==> src/rtl/valid_sweep_controller.sv <==
// valid_sweep_controller
// Sits between the cache controller and the valid-bit array. The array has
// no reset, so after reset and on every flush request this block walks every
// index and writes 0. Outside a sweep it arbitrates the read/write port
// between invalidate, fill and port-0 lookup. Port-1 lookups pass straight
// through to the read-only port.

module valid_sweep_controller #(
  parameter int unsigned ADDR_WIDTH = 8
) (
  input  logic                  clk_i,
  input  logic                  rst_n_i,
  input  logic                  flush_i,
  output logic                  busy_o,
  output logic                  flush_done_o,
  input  logic                  inval_i,
  input  logic [ADDR_WIDTH-1:0] inval_address_i,
  input  logic                  fill_i,
  input  logic [ADDR_WIDTH-1:0] fill_address_i,
  input  logic [1:0]            lookup_i,
  input  logic [ADDR_WIDTH-1:0] lookup0_address_i,
  input  logic [ADDR_WIDTH-1:0] lookup1_address_i,
  output logic                  inval_gnt_o,
  output logic                  fill_gnt_o,
  output logic [1:0]            lookup_gnt_o,
  output logic [1:0]            lookup_rvalid_o,
  output logic [ADDR_WIDTH-1:0] mem_rw_address_o,
  output logic                  mem_valid_o,
  output logic                  mem_write_o,
  output logic [ADDR_WIDTH-1:0] mem_read_address_o,
  output logic [1:0]            mem_read_o
);

  typedef enum logic [1:0] {
    INIT_SWEEP,
    IDLE,
    FLUSH_SWEEP
  } state_t;

  state_t                  state;
  logic [ADDR_WIDTH-1:0]   count;
  logic                    sweeping;
  logic                    last_entry;
  logic                    serve;

  assign sweeping   = (state == INIT_SWEEP) || (state == FLUSH_SWEEP);
  assign last_entry = (count == '1);
  // Grants and memory strobes are gated by rst_n_i directly so they drop the
  // moment reset asserts, without waiting for the state register.
  assign serve      = rst_n_i && (state == IDLE);

  // Fixed-priority arbitration of the read/write port; port 1 is never contended.
  always_comb begin
    inval_gnt_o     = serve && inval_i;
    fill_gnt_o      = serve && fill_i && !inval_i;
    lookup_gnt_o[0] = serve && lookup_i[0] && !inval_i && !fill_i;
    lookup_gnt_o[1] = serve && lookup_i[1];
  end

  // Memory port steering: sweep writes, or whichever requester won the port.
  always_comb begin
    mem_rw_address_o   = '0;
    mem_valid_o        = 1'b0;
    mem_write_o        = 1'b0;
    mem_read_address_o = '0;
    mem_read_o         = '0;
    if (rst_n_i && sweeping) begin
      mem_write_o      = 1'b1;
      mem_rw_address_o = count;
    end else if (inval_gnt_o) begin
      mem_write_o      = 1'b1;
      mem_rw_address_o = inval_address_i;
    end else if (fill_gnt_o) begin
      mem_write_o      = 1'b1;
      mem_valid_o      = 1'b1;
      mem_rw_address_o = fill_address_i;
    end else if (lookup_gnt_o[0]) begin
      mem_read_o[0]    = 1'b1;
      mem_rw_address_o = lookup0_address_i;
    end
    if (lookup_gnt_o[1]) begin
      mem_read_o[1]      = 1'b1;
      mem_read_address_o = lookup1_address_i;
    end
  end

  // Sweep sequencer with registered busy, done pulse and read-valid outputs.
  always_ff @(posedge clk_i or negedge rst_n_i) begin
    if (!rst_n_i) begin
      state           <= INIT_SWEEP;
      count           <= '0;
      busy_o          <= 1'b1;
      flush_done_o    <= 1'b0;
      lookup_rvalid_o <= '0;
    end else begin
      flush_done_o    <= 1'b0;
      lookup_rvalid_o <= lookup_gnt_o;
      case (state)
        INIT_SWEEP, FLUSH_SWEEP: begin
          // flush_i is ignored here: a request mid-sweep is already satisfied
          count <= count + ADDR_WIDTH'(1);
          if (last_entry) begin
            state        <= IDLE;
            busy_o       <= 1'b0;
            flush_done_o <= 1'b1;
          end
        end
        IDLE: begin
          if (flush_i) begin
            state  <= FLUSH_SWEEP;
            busy_o <= 1'b1;
            count  <= '0;
          end
        end
        default: begin
          state  <= INIT_SWEEP;
          busy_o <= 1'b1;
          count  <= '0;
        end
      endcase
    end
  end

endmodule

==> config.mk <==
export PLATFORM = sky130hd
export DESIGN_NAME = valid_sweep_controller
export DESIGN_NICKNAME = d
export VERILOG_FILES = /design/src/rtl/valid_sweep_controller.sv
export SDC_FILE = /design/constraint.sdc
export NUM_CORES = 1
export LEC_CHECK = 0
export CAP_MARGIN = 15
export CORE_MARGIN = 1.5
export CORE_UTILIZATION = 61
export CTS_CLUSTER_SIZE = 24
export DETAILED_ROUTE_END_ITERATION = 10
export DONT_BUFFER_PORTS = 1
export PLACE_DENSITY = 0.77
export SYNTH_ARGS = -nofsm -noshare
export SYNTH_HDL_FRONTEND = slang
export SYNTH_SLANG_ARGS = --single-unit
==> constraint.sdc <==
create_clock -name clk_i -period 1.5 [get_ports clk_i]
set_input_delay 0.15 -clock clk_i [delete_from_list [all_inputs] [get_ports clk_i]]
set_output_delay 0.15 -clock clk_i [all_outputs]
set_load 0.01 [all_outputs]
### Word-level counts from Yosys, hierarchy flattened

Cells that the tools add are included.

* register bits after elaboration: 14

* $add $sub $neg: 1
* eq/ne operators: 5
* multiplexer cells: 25
* reduce and logical (&&, ||, !) cells: 15

Operators with widths (number)
* $mux 8: 6
* $pmux 8 s2: 1
* $mux 1: 14
* $logic_and 1x1->1: 9
* $add 8x1->8 const B: 1
* $eq 8x8->1 const B: 1
* $mux 2: 2
* $ne 2x2->1 const B: 2
* $pmux 2 s2: 1
* $eq 2x1->1 const B: 1
* $eq 2x2->1 const B: 1
* $logic_not 1->1: 2
* $logic_not 2->1: 1
* $pmux 1 s2: 1
* $reduce_and 2->1: 1
* $reduce_or 2->1: 1
* $logic_or 1x1->1: 1

### Longest topological paths before layout

* depth in word-level cells: 9
* mapped depth: 5
* mapped depth without buffers: 4

### Least setup slack after synthesis

OpenSTA, ideal clock, no wires.

* path kind: register to output
* start point: register state[1]
* end point: output port mem_read_o[1]
* arrival: 1174 ps
* required time: 1350 ps
* path slack: 176 ps
* stages on the path, launching flop included: 5
* path buffers: 2
* cell sequence: dfrtp_1 and3b_1 clkbuf_2 and2_1 buf_4

* word-level cells in the longest chain between the ends: 4

Ends and longest elaborated chain
* start, declared: line 40 `state_t state;`
* start signal, assigned: line 90 `state <= INIT_SWEEP;`
* start signal, assigned: line 103 `state <= IDLE;`
* start signal, assigned: line 110 `state <= FLUSH_SWEEP;`
* $eq 2x1->1: line 50 `assign serve = rst_n_i && (state == IDLE);`
* $logic_and 1x1->1: line 50
* $logic_and 1x1->1: line 57 `lookup_gnt_o[1] = serve && lookup_i[1];`
* named net lookup_gnt_o[1]: line 25 `output logic [1:0] lookup_gnt_o,`
* $mux 1: line 81 `if (lookup_gnt_o[1]) begin`
* end, declared: line 31 `output logic [1:0] mem_read_o`

The timed path passes the listed nets, and every way through them passes these cells.

### Worst setup path after layout

* start point: register state[1]
* end point: output port mem_rw_address_o[7]

* word-level cells in the longest chain between the ends: 9
* elaborated cells on any way between the ends: 16
* those cells by class: eq/ne (2); mux (4); reduce/logical (10)

Ends and longest elaborated chain
* $eq 2x1->1: line 50
* $logic_and 1x1->1: line 50
* $logic_and 1x1->1 (3 in a row): line 56 `lookup_gnt_o[0] = serve && lookup_i[0] && !inval_i && !fill_i;`
* $mux 8: line 77 `end else if (lookup_gnt_o[0]) begin`
* $mux 8: line 73 `end else if (fill_gnt_o) begin`
* $mux 8: line 70 `end else if (inval_gnt_o) begin`
* $mux 8 (*): line 67 `if (rst_n_i && sweeping) begin`
* end, declared: line 27 `output logic [ADDR_WIDTH-1:0] mem_rw_address_o,`

Mark *: on every way between the ends. The rest lies on a longest branch, timed or not.

==> flow_metrics.tcl <==
set metrics [dict create \
    hpwl_um 1697 \
    hold_viol_final 0 \
    synth_seq_cells 14 \
    n_antenna_cell 0 \
    design_area_um2 1100 \
    numPortBuffers 0 \
    worst_setup_path_end_kind "output port" \
    min_period_over_period 1.046 \
    initial_utilization 0.6537 \
    cp_max_fo 6 \
    peakVddDrop_mv 0.6260 \
    clk_path_buf_depth 2 \
    drt-total-wl_um 2624 \
    drv_slew 0 \
    maxCapViolations 0 \
    synth_cells 118 \
    clock_sinks 14 \
    yosys-top-cells-area "dfrtp_1, o21ai_0, a221oi_1, nand2_1, and3_1" \
    core-area_um2 1506 \
    switching_share 0.2254 \
    drt-initial-drc-count 32 \
    grt.total_usage 0.2680 \
    failed_checks "setup timing" \
    clkTransAtPathRegs_ps 90 \
    cp-startpoint "state[1]" \
    rsz0062_at_grt "yes" \
    async_reset_ff_frac 1.000 \
    p_switching_uw 158.1 \
    crit_path_max_incr_delay_ps 390 \
    finish.utilization 0.7301 \
    ys.flop_type "dfrtp_1" \
    gp_congestion 0.8663 \
    p_leak_nw 0.4725 \
    syn-num-nets 158 \
    worst_hold_path_type "in2reg" \
    fin_worst_skew_ps 7.500 \
    clkPwrFrac 0.393 \
    htreeDepth 1 \
    cpLargestDelayFamily "flip-flops" \
    fin_tns_setup_ps -721.3 \
    post_synth.cell_area_avg_um2 8.345 \
    grt_start_max_net_pins 15 \
    die_x_um 43.18 \
    yosys.area.top_type "dfrtp_1" \
    grt_pass1_vias 841 \
    final-instance-count-excl-fill 137 \
    drive_above_1_share 0.2231 \
    drc 0 \
    synth.distinct_cells 35 \
    vias_per_cell 6.942 \
    post_drt_wl_per_cell_um 19.15 \
    synth_edf_count 0 \
    arrival_ps 1420 \
    fin_nets 162 \
    tightest_slew_ps 596.1 \
    syn_area_um2 984.7 \
    ys_seq_area_frac 0.3571 \
    grt_pass1_wl_um 3767 \
    die_y_um 43.18 \
    crit_type "reg2out" \
    antenna_found_initial 0 \
    io_pins 67 \
    dpl.cell_count 129 \
    r2r-start "count[0]" \
    cts_tree "yes" \
    pwr-share-seq 0.538 \
    cts_buffers 3 \
    cp_num_buf_inv 2 \
    synth_warnings 0 \
    crit_required_ps 1350 \
    root_buffer "clkbuf_4" \
    grt-ovfl-total 0 \
    dpl_cell_area_um2 988.4 \
    dr.pass1.iters 4 \
    ant_nets 0 \
    status "complete, but fails checks" \
    route.vias.total 951 \
    syn2layout_area_growth_pct 11.69 \
    path_cells "and3b_2, buf_6, o21ai_2, o21ai_1, buf_4" \
    finalSetupViolCount 17 \
    clock_latency_ps 290 \
    whs_ps 23.44 \
    combPwrFrac 0.070 \
    dieArea_um2 1864 \
    critPathSlowestCell "dfrtp_1" \
    slew_headroom 0.6013 \
    critPathLaunchType "flop" \
    layout_setup_ws_ps -68.97 \
    post-route-min-period_ps 1569 \
    num_rows 14 \
    synth_top_area_frac 0.3304 \
    power_density_nw_per_um2 637.6 \
    hold_start "flush_i" \
    fmax_mhz 637.4 \
    p_int_uw 543.2 \
]
## logic make-up (layout without fill, tap and decap cells)
group                    Yosys count  after routing  share of synthesized area
buffers and inverters             11             14                    0.05843
AO/OA/AOI/OAI                     41             41                     0.2630
XOR/XNOR                           2              2                    0.01779
flip-flops                        14             14                     0.3571
adder cells (fa/ha/maj)            1              1                    0.01270
AND/OR/NAND/NOR                   49             49                     0.2910
## cell usage in the layout (no fill, tap or decap), drive strengths merged
master	netlist	routed
dfstp	1	1
o41ai	2	2
or4	1	1
or3	2	2
nor3b	2	2
dfrtp	13	13
nand2	16	16
o21bai	1	1
o21ai	26	26
a22o	1	1
a221oi	8	8
a21boi	1	1
inv	1	1
and3	8	8
dlygate4sd3	0	1
and2	2	2
clkbuf	4	4
nand3b	1	1
nor2	2	2
nand4	1	1
or2	1	1
nand3	5	5
xnor2	1	1
and2b	2	2
and3b	5	5
nor2b	1	1
buf	6	8
o311ai	2	2
xor2	1	1
ha	1	1
## metal layers
layer	part of all wire	routed length, um	vias up	global-route usage
met5	0	0	-	0
met1	0.45	1178	456	0.3753
met3	0.056	146	6	0.07660
met2	0.47	1240	37	0.4000
li1	-	-	452	-
met4	0.022	59	0	0.07879
## Yosys cell counts, drive strengths merged (2+ instances only)
cell type,number
nand2,16
o311ai,2
nor2,2
a221oi,8
or3,2
o21ai,26
and2b,2
nand3,5
buf,6
and3b,5
dfrtp,13
nor3b,2
clkbuf,4
o41ai,2
and2,2
and3,8
## timing repair
item                                   in CTS  in global routing
gates resized for setup                     8                 16
cloned                                      2                  0
pin swaps                                   2                  7
endpoints found under the hold margin      14                  0
hold buffers                                1                  0
setup endpoints to repair                  22                 21
setup buffers                               1                  0
## final cells by class
cell class                 instances  area [um^2]
timing repair buffer               9        75.07
sequential                        14        352.8
inverter                           1        3.754
clock buffer                       4        36.28
fill                             118        406.6
tap                               16        20.02
multi-input combinational         93        611.8
## sequential cells by signal (all words and copies together) (netlist names)
| name | cells |
|---|---|
| state | 2 |
| busy_o | 1 |
| lookup_rvalid_o | 2 |
| count | 8 |
| flush_done_o | 1 |
## power by group through the flow
stage / Clock, mW / Sequential [mW] / Combinational [mW]
final: 0.275 / 0.377 / 0.0488
after global routing: 0.297 / 0.377 / 0.0550
after CTS: 0.288 / 0.377 / 0.0435
after detailed placement: 0 / 0.385 / 0.0334
after global placement: 0 / 0.385 / 0.0331
after floorplan: 0 / 0.385 / 0.0337
## per-stage QoR
step	total power, mW	setup WS [ps]
floorplan	0.4184	176.4
global placement	0.4178	186.0
detailed placement	0.4181	123.1
CTS	0.7084	-80.08
global route	0.7291	-98.83
finish	0.7013	-68.97
## worst paths after layout
| path | end | slack, ps | depth (start not counted) |
|---|---|---|---|
| hold / removal | state[1] | 20 | 2 |
| setup reg to reg | busy_o | 150 | 4 |
| hold reg to reg | count[7] | 540 | 1 |
| setup / recovery | mem_rw_address_o[7] | -70 | 5 |
| max in group asynchronous | state[0] | 780 | 1 |
| min in group asynchronous | count[6] | 300 | 1 |
(Power assumes the default switching activity.)
